$ cat config.mk
export PLATFORM = sky130hd
export DESIGN_NAME = mem_request_arbiter
export DESIGN_NICKNAME = d
export VERILOG_FILES = /design/src/rtl/mem_request_arbiter.sv
export SDC_FILE = /design/constraint.sdc
export NUM_CORES = 1
export LEC_CHECK = 0
export BUFFER_PORTS_ARGS = -buffer_cell sky130_fd_sc_hd__clkbuf_2
export CAP_MARGIN = 0
export CORE_ASPECT_RATIO = 1.2
export CORE_MARGIN = 5
export CORE_UTILIZATION = 43
export CTS_CLUSTER_SIZE = 24
export DETAILED_ROUTE_END_ITERATION = 10
export PLACE_DENSITY = 0.88
export SKIP_LAST_GASP = 1
export SYNTH_ARGS = -nofsm -noshare
export SYNTH_HDL_FRONTEND = slang
export SYNTH_SLANG_ARGS = --single-unit
$ cat constraint.sdc
create_clock -name clk100 -period 3.6 [get_ports clk100]
set_input_delay 0.54 -clock clk100 [delete_from_list [all_inputs] [get_ports clk100]]
set_output_delay 0.54 -clock clk100 [all_outputs]
set_load 0.02 [all_outputs]
$ cat src/rtl/mem_request_arbiter.sv
// mem_request_arbiter: round-robin sharing of the SRAM command port between bucket/texture write and read FIFOs,
// with read tagging, in-order response routing and read-FIFO credits. Define TEXTURE_PRIORITY_EN for strict texture-read priority.
module mem_request_arbiter #(
  parameter int ADDR_W = 23,
  parameter int DATA_W = 16,
  parameter int RD_CREDITS = 16,
  parameter int MAX_OUTST = 8
) (
  input  logic clk100,
  input  logic rst_n,
  input  logic [ADDR_W+DATA_W-1:0] bw_data,
  input  logic bw_empty,
  output logic bw_pop,
  input  logic [ADDR_W-1:0] br_data,
  input  logic br_empty,
  output logic br_pop,
  input  logic [ADDR_W+DATA_W-1:0] tw_data,
  input  logic tw_empty,
  output logic tw_pop,
  input  logic [ADDR_W-1:0] tr_data,
  input  logic tr_empty,
  output logic tr_pop,
  input  logic br_rdfifo_pop,
  input  logic tr_rdfifo_pop,
  output logic cmd_valid,
  input  logic cmd_ready,
  output logic cmd_write,
  output logic [ADDR_W-1:0] cmd_addr,
  output logic [DATA_W-1:0] cmd_wdata,
  input  logic rsp_valid,
  input  logic [DATA_W-1:0] rsp_data,
  output logic [DATA_W-1:0] br_rd_data,
  output logic br_rd_push,
  output logic [DATA_W-1:0] tr_rd_data,
  output logic tr_rd_push,
  output logic rsp_err
);
  localparam int CW = $clog2(RD_CREDITS + 1);
  localparam int PW = $clog2(MAX_OUTST);
  logic [CW-1:0] brCredit, trCredit;
  logic [1:0] rrPtr, rrGrant, grant;
  logic [3:0] elig, rrElig;
  logic found, load, advance, tagFull, tagEmpty, tagPush, tagPop;
  logic tagMem [MAX_OUTST];
  logic [PW-1:0] tagWr, tagRd;
  logic [PW:0] tagCnt;
  logic [ADDR_W-1:0] selAddr;
  logic [DATA_W-1:0] selData, rdData;
  assign tagFull = tagCnt == (PW+1)'(MAX_OUTST);
  assign tagEmpty = tagCnt == '0;
  assign elig = {!tr_empty && trCredit != '0 && !tagFull, !tw_empty,
                 !br_empty && brCredit != '0 && !tagFull, !bw_empty};
`ifdef TEXTURE_PRIORITY_EN
  // Texture reads bypass the rotation and leave the pointer untouched.
  assign rrElig = {1'b0, elig[2:0]};
  assign grant = elig[3] ? 2'd3 : rrGrant;
  assign advance = !elig[3];
`else
  assign rrElig = elig;
  assign grant = rrGrant;
  assign advance = 1'b1;
`endif
  always_comb begin
    rrGrant = rrPtr;
    found = 1'b0;
    for (int i = 0; i < 4; i++) begin
      if (!found && rrElig[rrPtr + 2'(i)]) begin
        rrGrant = rrPtr + 2'(i);
        found = 1'b1;
      end
    end
  end
  // Pops are combinational: the FWFT head is consumed on the same edge that loads the command.
  assign load = rst_n && (!cmd_valid || cmd_ready) && |elig;
  assign bw_pop = load && grant == 2'd0;
  assign br_pop = load && grant == 2'd1;
  assign tw_pop = load && grant == 2'd2;
  assign tr_pop = load && grant == 2'd3;
  assign selAddr = grant == 2'd0 ? bw_data[ADDR_W-1:0] : grant == 2'd1 ? br_data :
                   grant == 2'd2 ? tw_data[ADDR_W-1:0] : tr_data;
  assign selData = grant == 2'd0 ? bw_data[ADDR_W +: DATA_W] : grant == 2'd2 ? tw_data[ADDR_W +: DATA_W] : '0;
  always_ff @(posedge clk100 or negedge rst_n) begin
    if (!rst_n) begin
      cmd_valid <= 1'b0;
      cmd_write <= 1'b0;
      cmd_addr <= '0;
      cmd_wdata <= '0;
      rrPtr <= '0;
    end else if (load) begin
      cmd_valid <= 1'b1;
      cmd_write <= !grant[0];
      cmd_addr <= selAddr;
      cmd_wdata <= selData;
      if (advance) rrPtr <= grant + 2'd1;
    end else if (cmd_ready) begin
      cmd_valid <= 1'b0;
    end
  end
  always_ff @(posedge clk100 or negedge rst_n) begin
    if (!rst_n) begin
      brCredit <= CW'(RD_CREDITS);
      trCredit <= CW'(RD_CREDITS);
    end else begin
      if (br_pop && !br_rdfifo_pop) brCredit <= brCredit - CW'(1);
      else if (!br_pop && br_rdfifo_pop && brCredit != CW'(RD_CREDITS)) brCredit <= brCredit + CW'(1);
      if (tr_pop && !tr_rdfifo_pop) trCredit <= trCredit - CW'(1);
      else if (!tr_pop && tr_rdfifo_pop && trCredit != CW'(RD_CREDITS)) trCredit <= trCredit + CW'(1);
    end
  end
  // Tag queue: 0 = bucket, 1 = texture; responses drain it in issue order.
  assign tagPush = br_pop || tr_pop;
  assign tagPop = rsp_valid && !tagEmpty;
  always_ff @(posedge clk100 or negedge rst_n) begin
    if (!rst_n) begin
      tagWr <= '0;
      tagRd <= '0;
      tagCnt <= '0;
    end else begin
      if (tagPush) tagWr <= tagWr + PW'(1);
      if (tagPop) tagRd <= tagRd + PW'(1);
      tagCnt <= tagCnt + (PW+1)'(tagPush) - (PW+1)'(tagPop);
    end
  end
  always_ff @(posedge clk100) begin
    if (tagPush) tagMem[tagWr] <= tr_pop;
  end
  always_ff @(posedge clk100 or negedge rst_n) begin
    if (!rst_n) begin
      br_rd_push <= 1'b0;
      tr_rd_push <= 1'b0;
      rdData <= '0;
      rsp_err <= 1'b0;
    end else begin
      br_rd_push <= tagPop && !tagMem[tagRd];
      tr_rd_push <= tagPop && tagMem[tagRd];
      if (rsp_valid) rdData <= rsp_data;
      if (rsp_valid && tagEmpty) rsp_err <= 1'b1;
    end
  end
  assign br_rd_data = rdData;
  assign tr_rd_data = rdData;
endmodule
==> run summary <==
Status -> finished clean
CTS Hold Bufs -> 0
Worst vdd ir -> 0.000471 V
P_sw -> 2.48 mW
Final WL -> 15.3 mm
Most frequent cells after synthesis -> dfrtp_1, nand2_1, o21ai_0
Crit path time final -> 3.58 ns
Worst-case clock skew -> 0.00887 ns
ANT nets after route -> 0
Mux share of post-synthesis cell area -> 15.0%
Area share of and/or/nand/nor cells after synthesis -> 13.1%
Compound-gate portion of the synthesized area -> 13.9%
Antenna violations before repair -> 5
Finished Cell Area -> 6830 um^2
Final TNS setup -> 0 ns
Final hold vios -> 0
Syn Inst Count -> 503
Pleak -> 3.34 nW
Drt first-iter violations -> 168
Post-Syn Area -> 5100 um^2
Area Overhead vs Synth -> 33.9%
Seq cells post-synth -> 89
Synth cell types -> 62
Cell area after placement -> 6340 um^2
Area of the multi-input gates -> 2640 um^2
Top-area cell type share of the netlist area -> 38.7%
Clock Sinks -> 89
Clk Latency, worst-skew pair -> 0.34 ns
Syn nets -> 672
HPWL after DPL -> 11.6 mm
Largest cells by area after synthesis -> dfrtp_1, mux2i_1, o21ai_0
Top_reg_cell synth -> dfrtp_1
Switching Share -> 43.0%
Adder-cell share of the synthesized area -> 4.95%
Startpoint Class -> register
Vias per std cell -> 5.23
Flop pwr share -> 30.3%
Hold Slack -> 0.129 ns
Non-filler cells, final -> 882
Full die area -> 14200 um^2
Crit. End Element -> output pin
Int Pwr -> 3.29 mW
Combinational power share -> 53.2%
Worst-Margin Slew -> 0.692 ns
Vias in the first global route -> 4772
# DRC -> 0
Sequential area share after synthesis -> 44.5%
# diodes -> 0
Rows -> 43
Clk buf depth -> 2
Die W -> 109 um
Root Buffer -> clkbuf_16
Starting Density -> 43.9%
Clk slew on worst S/H paths -> 0.07 ns
Max Cap Viol -> 0
CTS buffer count -> 9
Synthesized area per cell -> 10.1 um^2
Fin. max-slew vios -> 0
Pre-antenna DRT Iters -> 5
CP max FO -> 25
PwrDens -> 846 nW/um^2
Pin count of the biggest net entering global routing -> 67
F_max -> 279 MHz
GRT overflow -> 0
Async SR Flop Fraction -> 91.0%
Final core occ -> 58.8%
DR WL/cell -> 17.3 um
Port Buffers -> 229
Slew headroom -> 53.8%
Post-synth EDFFs -> 8
TritonCTS clock tree -> yes
Area of the core -> 11600 um^2
Required time worst endpoint -> 3.06 ns
Filler cells -> 984
Detailed-route via count -> 4616
Share of layout cells above drive strength 1 -> 45.0%
Post-synth top area cell -> dfrtp_1
Most common cell in the netlist -> dfrtp_1
WS Path Type -> reg -> out
H-tree depth -> 3
Min-delay worst type -> in -> async
Sequential cell area -> 2270 um^2
Die Y -> 129 um
Final Setup Violations -> 0
RSZ-0062 raised after global routing -> yes
Period utilization -> 99.4%
Routability cong. -> 0.827
Cells after DPL -> 860
Worst Path Arrival -> 3.04 ns
Fin nets -> 889
Largest family of logic cells by synthesized area -> multiplexers
Io pins -> 230
Synth warn -> 0
Gr usage total -> 21.6%
Xor/xnor cell area share of the yosys netlist -> 2.06%
First-pass GRT wire length -> 23.4 mm
Clk network pwr share -> 16.5%
## sequential cells by signal, summed over array words and instances, names as in the netlist, 2 cells and up
| register | count |
|---|---|
| brCredit | 5 |
| br_rd_data | 16 |
| cmd_addr | 23 |
| cmd_wdata | 16 |
| rrPtr | 2 |
| tagCnt | 4 |
| tagMem | 8 |
| tagRd | 3 |
| tagWr | 3 |
| trCredit | 5 |
## worst max-delay path, cell delays in order, from the launching register on
cell and delay [ns]:
dfrtp_1 0.34, inv_2 0.05, ha_1 0.19, nor3b_4 0.18, a211oi_4 0.32, o22ai_2 0.14
a222oi_1 0.36, buf_4 0.21, ha_4 0.16, buf_12 0.16, inv_1 0.05, a311o_1 0.33
inv_1 0.06, clkbuf_2 0.15
## area by class of cell
cell class,count,share of cell area (%)
Timing Repair Buffer,249,19.6
Inverter,23,1.26
Tap cell,157,2.88
Clock buffer,9,3.30
Sequential cell,89,33.2
Multi-Input combinational cell,348,38.6
Clock inverter,7,1.15
## per-stage QoR
stage | power (mW) | setup slack (ns)
floorplan | 3.76 | -0.0384
global placement | 4.51 | 0.153
detailed placement | 4.60 | 0.0908
CTS | 5.71 | 0.0399
global route | 6.23 | -0.0832
finish | 5.78 | 0.0211
## metal layers
metal	GRT usage, %	wire, um	vias up
li1	-	-	2199
met1	24.5	5890	2138
met2	36.0	7230	230
met3	8.97	1700	39
met4	8.58	405	10
met5	0	60	-
## power groups by stage
stage               registers (mW)  clock network (mW)  logic [mW]
floorplan                     2.00                   0        1.76
global placement              1.73                   0        2.78
detailed placement            1.74                   0        2.87
CTS                           1.73               0.978        3.00
global route                  1.81                1.03        3.39
finish                        1.75               0.954        3.07
## cell usage in the layout (no fill, tap or decap), drive strengths merged, types with 3 or more instances in the layout
cell type and instances:
inv 25, a31oi 3, ha 17, nand2b 3, nor3 3, nand2 66
a21o 3, buf 20, clkbuf 237, o22ai 3, nor4 3, a211oi 3
a31o 3, clkinv 4, and2 3, edfxtp 8, mux2i 48, mux2 21
nand4b 3, xnor2 10, nor2 42, a221oi 15, o21ai 53, a21oi 10
dfrtp 79, a211o 3, or3 3
## path summary, 6_finish.rpt
kind / start / end / slack, ns / cells after the start
worst max-delay path: tagCnt[2] / br_pop / 0.02 / 13
worst min-delay path: rst_n / trCredit[2] / 0.13 / 1
worst max register to register: tagCnt[2] / trCredit[4] / 0.08 / 17
worst min register to register: cmd_addr[17] / cmd_addr[17] / 0.48 / 2
max in group asynchronous: rst_n / cmd_wdata[0] / 2.45 / 2
min in group clk100: rsp_data[0] / br_rd_data[0] / 0.44 / 2
## cells by family after synthesis
| group | Yosys count |
|---|---|
| AOI/OAI and AO/OA | 105 |
| xor gates and xnor gates | 12 |
| adders and majority gates | 19 |
| buffers and inverters | 66 |
| DFF | 89 |
| muxes | 71 |
| and+or+nand+nor | 141 |
## timing repair
action,4_1_cts,5_1_grt
pin swaps,2,11
gates cloned,1,0
gates resized for setup,9,16
buffers inserted,2,3
hold endpoints to repair,0,0
setup endpoints to repair,14,13
Note: power is estimated with default switching activity, not from simulation.
